===== src/rtl/calc_op_sequencer.sv =====
// calc_op_sequencer
// Issues one calculator command at a time into the decoder/ALU/mux datapath.
// After a fixed settle time it captures the selected result and error flags,
// and checks that the decoder's one-hot select matches the issued opcode.
// It then returns one response per command.
module calc_op_sequencer #(
  parameter int WIDTH = 32,
  parameter int LAT   = 1
) (
  input  logic             clk,
  input  logic             rst,
  input  logic             cmd_valid,
  output logic             cmd_ready,
  input  logic [3:0]       cmd_op,
  input  logic [WIDTH-1:0] cmd_a,
  input  logic [WIDTH-1:0] cmd_b,
  output logic [3:0]       opCode,
  output logic [WIDTH-1:0] op_a,
  output logic [WIDTH-1:0] op_b,
  input  logic [15:0]      hotselect,
  input  logic [WIDTH-1:0] muxout,
  input  logic [1:0]       errorCode,
  output logic             rsp_valid,
  input  logic             rsp_ready,
  output logic [WIDTH-1:0] rsp_result,
  output logic [1:0]       rsp_error,
  output logic             rsp_sel_err,
  output logic [7:0]       err_count,
  output logic             busy
);

  typedef enum logic [1:0] {
    IDLE = 2'd0,
    WAIT = 2'd1,
    RESP = 2'd2
  } state_t;

  // NO-OP is what the datapath sees whenever no command is in flight
  localparam logic [3:0] OpNoop  = 4'hE;
  localparam logic [3:0] LatLoad = 4'(LAT);

  state_t           stateQ, stateD;
  logic [3:0]       cntQ, cntD;
  logic [3:0]       opCodeQ, opCodeD;
  logic [WIDTH-1:0] opAQ, opAD;
  logic [WIDTH-1:0] opBQ, opBD;
  logic [WIDTH-1:0] resultQ, resultD;
  logic [1:0]       rspErrQ, rspErrD;
  logic             selErrQ, selErrD;
  logic [7:0]       errCountQ, errCountD;

  logic [4:0]       hotOnes;
  logic [3:0]       hotIndex;
  logic             selErrNow;

  // Encode the returned one-hot select: count the set bits and remember the highest index,
  // then flag anything that is not exactly one bit at the issued opcode position
  always_comb begin
    hotOnes  = 5'd0;
    hotIndex = 4'd0;
    for (int i = 0; i < 16; i++) begin
      if (hotselect[i]) begin
        hotOnes  = hotOnes + 5'd1;
        hotIndex = 4'(i);
      end
    end
    selErrNow = (hotOnes != 5'd1) || (hotIndex != opCodeQ);
  end

  // Next-state and datapath register updates for the IDLE -> WAIT -> RESP handshake sequence
  always_comb begin
    stateD    = stateQ;
    cntD      = cntQ;
    opCodeD   = opCodeQ;
    opAD      = opAQ;
    opBD      = opBQ;
    resultD   = resultQ;
    rspErrD   = rspErrQ;
    selErrD   = selErrQ;
    errCountD = errCountQ;
    case (stateQ)
      IDLE: begin
        if (cmd_valid) begin
          opCodeD = cmd_op;
          opAD    = cmd_a;
          opBD    = cmd_b;
          cntD    = LatLoad;
          stateD  = WAIT;
        end
      end
      WAIT: begin
        if (cntQ <= 4'd1) begin
          resultD = muxout;
          rspErrD = errorCode;
          selErrD = selErrNow;
          if (((errorCode != 2'b00) || selErrNow) && (errCountQ != 8'hFF)) begin
            errCountD = errCountQ + 8'd1;
          end
          cntD   = 4'd0;
          stateD = RESP;
        end else begin
          cntD = cntQ - 4'd1;
        end
      end
      RESP: begin
        if (rsp_ready) begin
          opCodeD = OpNoop;
          opAD    = '0;
          opBD    = '0;
          stateD  = IDLE;
        end
      end
      default: begin
        stateD = IDLE;
      end
    endcase
  end

  // State and datapath registers; reset drops any in-flight command
  always_ff @(posedge clk or posedge rst) begin
    if (rst) begin
      stateQ    <= IDLE;
      cntQ      <= 4'd0;
      opCodeQ   <= OpNoop;
      opAQ      <= '0;
      opBQ      <= '0;
      resultQ   <= '0;
      rspErrQ   <= 2'b00;
      selErrQ   <= 1'b0;
      errCountQ <= 8'd0;
    end else begin
      stateQ    <= stateD;
      cntQ      <= cntD;
      opCodeQ   <= opCodeD;
      opAQ      <= opAD;
      opBQ      <= opBD;
      resultQ   <= resultD;
      rspErrQ   <= rspErrD;
      selErrQ   <= selErrD;
      errCountQ <= errCountD;
    end
  end

  assign cmd_ready   = (stateQ == IDLE);
  assign busy        = (stateQ != IDLE);
  assign rsp_valid   = (stateQ == RESP);
  assign opCode      = opCodeQ;
  assign op_a        = opAQ;
  assign op_b        = opBQ;
  assign rsp_result  = resultQ;
  assign rsp_error   = rspErrQ;
  assign rsp_sel_err = selErrQ;
  assign err_count   = errCountQ;

endmodule

===== config.mk =====
export PLATFORM = sky130hd
export DESIGN_NAME = calc_op_sequencer
export DESIGN_NICKNAME = d
export VERILOG_FILES = /design/src/rtl/calc_op_sequencer.sv
export SDC_FILE = /design/constraint.sdc
export NUM_CORES = 1
export LEC_CHECK = 0
export ABC_AREA = 1
export CAP_MARGIN = 25
export CORE_ASPECT_RATIO = 0.6
export CORE_MARGIN = 1
export CORE_UTILIZATION = 50
export CTS_BUF_LIST = sky130_fd_sc_hd__clkbuf_2 sky130_fd_sc_hd__clkbuf_4 sky130_fd_sc_hd__clkbuf_8
export DETAILED_ROUTE_END_ITERATION = 8
export PLACE_DENSITY = 0.89
export SYNTH_ARGS = -nofsm -noshare
export SYNTH_HDL_FRONTEND = slang
export SYNTH_SLANG_ARGS = --single-unit

===== constraint.sdc =====
create_clock -name clk -period 7.5 [get_ports clk]
set_input_delay 1.875 -clock clk [delete_from_list [all_inputs] [get_ports clk]]
set_output_delay 1.875 -clock clk [all_outputs]
set_load 0.01 [all_outputs]

==> out/results.ini <==
[timing]
hold_slack_ns=0.473
fin_ws_ns=-0.800
finalCriticalPeriod_ns=8.30
tns_ns=-6.73
rsz0062_at_grt=true
max_slew_margin_pct=36.9
finClkSkew_ns=0.0166
worstMarginPinSlew_ns=0.944
hold_viol=0
setup_viol=9
period_share_pct=111
fmax_ghz=0.120
slew_violations=0

[floorplanning]
core_area_um2=12300
dieArea_um2=13300
rows=31
die_width_um=148
die_h_um=89.6
ios=236
start_util_pct=52.2

[clocking]
cts.sink_count=117
htree_levels=4
cts_made_buffers=17
root_buffer=clkbuf_8
clk_path_buf_depth=2
clk-insertion-delay-late_ns=0.43
path_clk_slew_ns=0.07
cts_tree=built
cts_hold_buf=0

[worst_setup_path]
worst_ep_required_time_ns=7.85
rrSetupSlack_ns=4.02
worstSetupEndpoint=err_count[6]
critPathSlowestCell=ha_4
slowest_delay_ns=0.28
arrival_ns=8.65
crit_start=hotselect[1]
critPathMostFrequentCell=nand2_4
worstReg2RegEnd=err_count[6]
rr_startpoint=cntQ[0]
critPathMaxFanout=8
crit_type=in2reg
worstRegToRegCells=9
setup.worst_path.end_class=flip-flop
startpoint_type=primary input

[logic_synthesis]
synth_seq_area_share_pct=45.9
async_reset_ff_share_pct=100
syn_avg_cell_area_um2=8.52
ys_warn_count=0
synth_top_family_by_area=simple AND/OR/NAND/NOR gates
ys.flop_type=dfrtp_1
synth_seq_cells=117
synth_top_area_share_pct=44.6
syn_inst=750
synth_edf_count=0
synth_top_area_cell=dfrtp_1
muxShareOfSynthArea_pct=0
synth_xor_area_share_pct=1.37
synthDistinctLibCells=41
synth_adder_area_share_pct=3.52
synth_common_cells=nand2_1 (226), dfrtp_1 (114), inv_1 (77)
syn-num-nets=890
synth-compound-area-share_pct=12.4
synthTopCellsByArea=dfrtp_1 (45%), nand2_1 (13%), a22o_1 (8.8%)
synth-simple-area-share_pct=30.3
yosysMostFrequentCell=nand2_1
synth_area_um2=6390

[cells_and_area]
n_antenna_cell=0
area_growth_pct=62.1
drive_above_1_share_pct=25.3
fin_nets=1197

[detailed_routing]
finalWirelength_um=23400
ant_nets=0
drc=0
dr.pass1.iters=5
avgRoutedWirePerCell_um=19.0
drt-initial-drc-count=495
via_count=6812
via_per_inst=5.52

[placement]
port_buffers=235
gp_congestion=0.862
hpwl_um=14900
pre_cts_ws_ns=-2.09

[grt]
grt_pass1_vias=6527
grt_max_degree=68
grt.total_usage_pct=33.3
antenna_found_initial=0
grt_overflow=0
grt_pass1_wl_um=33500

[worst_hold_path]
worst_hold_path_type=reg2reg

[power_and_ir_drop]
pwr_density_cell_nw_per_um2=367
p_leak_uw=0.00517
vdd_drop_max_mv=0.237

[flow_run]
drv_cap=0

[status]
status=complete, but fails checks
violations=negative setup slack

-- routing by layer --
layer  global-route usage, %  share of wire, %  wire, um  vias to the layer above
met4                    12.9               3.8       898                        0
met3                    9.60               8.1      1890                       81
met5                       0                 0         0                        -
li1                        -                 -         -                     3063
met1                    40.6                39      9170                     3284
met2                    57.1                49     11400                      384
-- kinds of logic (layout without fill, tap and decap cells) --
kind of cell | count (synthesis) | count (layout)
compound gates | 99 | 99
xor+xnor | 10 | 10
fa+ha+maj | 18 | 18
buf+inv | 112 | 429
flops | 117 | 117
simple gates | 394 | 395
-- worst min path at each step --
stage                              start        endpoint  slack, ns  cells past startpoint
after global placement      rsp_error[0]    rsp_error[0]       0.45                      2
after global routing      rsp_result[26]  rsp_result[26]       0.50                      2
after floorplan                stateQ[0]       stateQ[1]       0.47                      1
final                     rsp_result[28]  rsp_result[28]       0.47                      2
after detailed placement  rsp_result[30]  rsp_result[30]       0.46                      2
after CTS                 rsp_result[20]  rsp_result[20]       0.48                      2
-- where the power goes --
part	switching [uW]	internal [uW]	leakage, uW
Clock	257	412	0.000232
Sequential	196	923	0.00146
Combinational	1030	988	0.00348
-- registers in the layout (all words and copies together) (netlist names) --
register,count
cntQ,4
err_count,8
opCode,4
op_a,32
op_b,32
rsp_error,2
rsp_result,32
rsp_sel_err,1
stateQ,2
-- cell usage in the layout (no fill, tap or decap), drive strengths merged, types with 7 or more instances in the layout --
cell type      synthesis  routed
ha                    18      18
clkbuf                20      20
dfrtp                114     114
nand2                284     284
clkdlybuf4s50          0     232
a22o                  64      64
a21oi                 14      14
nor2                  33      33
xor2                   7       7
inv                   90      90
o21ai                  7       7
buf                    2      77
nand3                 65      65
-- critical path, delay by kind of cell --
family          cells  cell delay (ns)
buf+inv             7             0.38
compound gates      1             0.22
simple gates       33             2.89
fa+ha+maj          14             3.23
-- what timing repair did --
action / CTS / global route
pin swaps: 36 / 38
setup endpoints to repair: 9 / 9
gates cloned: 1 / 0
buffers inserted: 16 / 9
gates resized for setup: 56 / 32
-- area by class of cell --
type / instances / area, um^2
multi-input combinational: 522 / 3490
sequential: 117 / 2930
timing repair buffer: 309 / 2920
fill: 650 / 1890
inverter: 90 / 363
clock buffer: 20 / 269
tap: 165 / 206
clock inverter: 10 / 179
-- stage by stage --
stage | total power [uW] | util, % | instances | instance area [um^2]
after floorplan | 1980 | - | 750 | 6530
after global placement | 2820 | 76.7 | 1178 | 9400
after detailed placement | 2900 | 76.7 | 1178 | 9400
after CTS | 3680 | 83.1 | 1225 | 10200
after global routing | 4000 | 84.6 | 1233 | 10400
final | 3810 | 84.6 | 1233 | 10400
(Power assumes the default switching activity.)
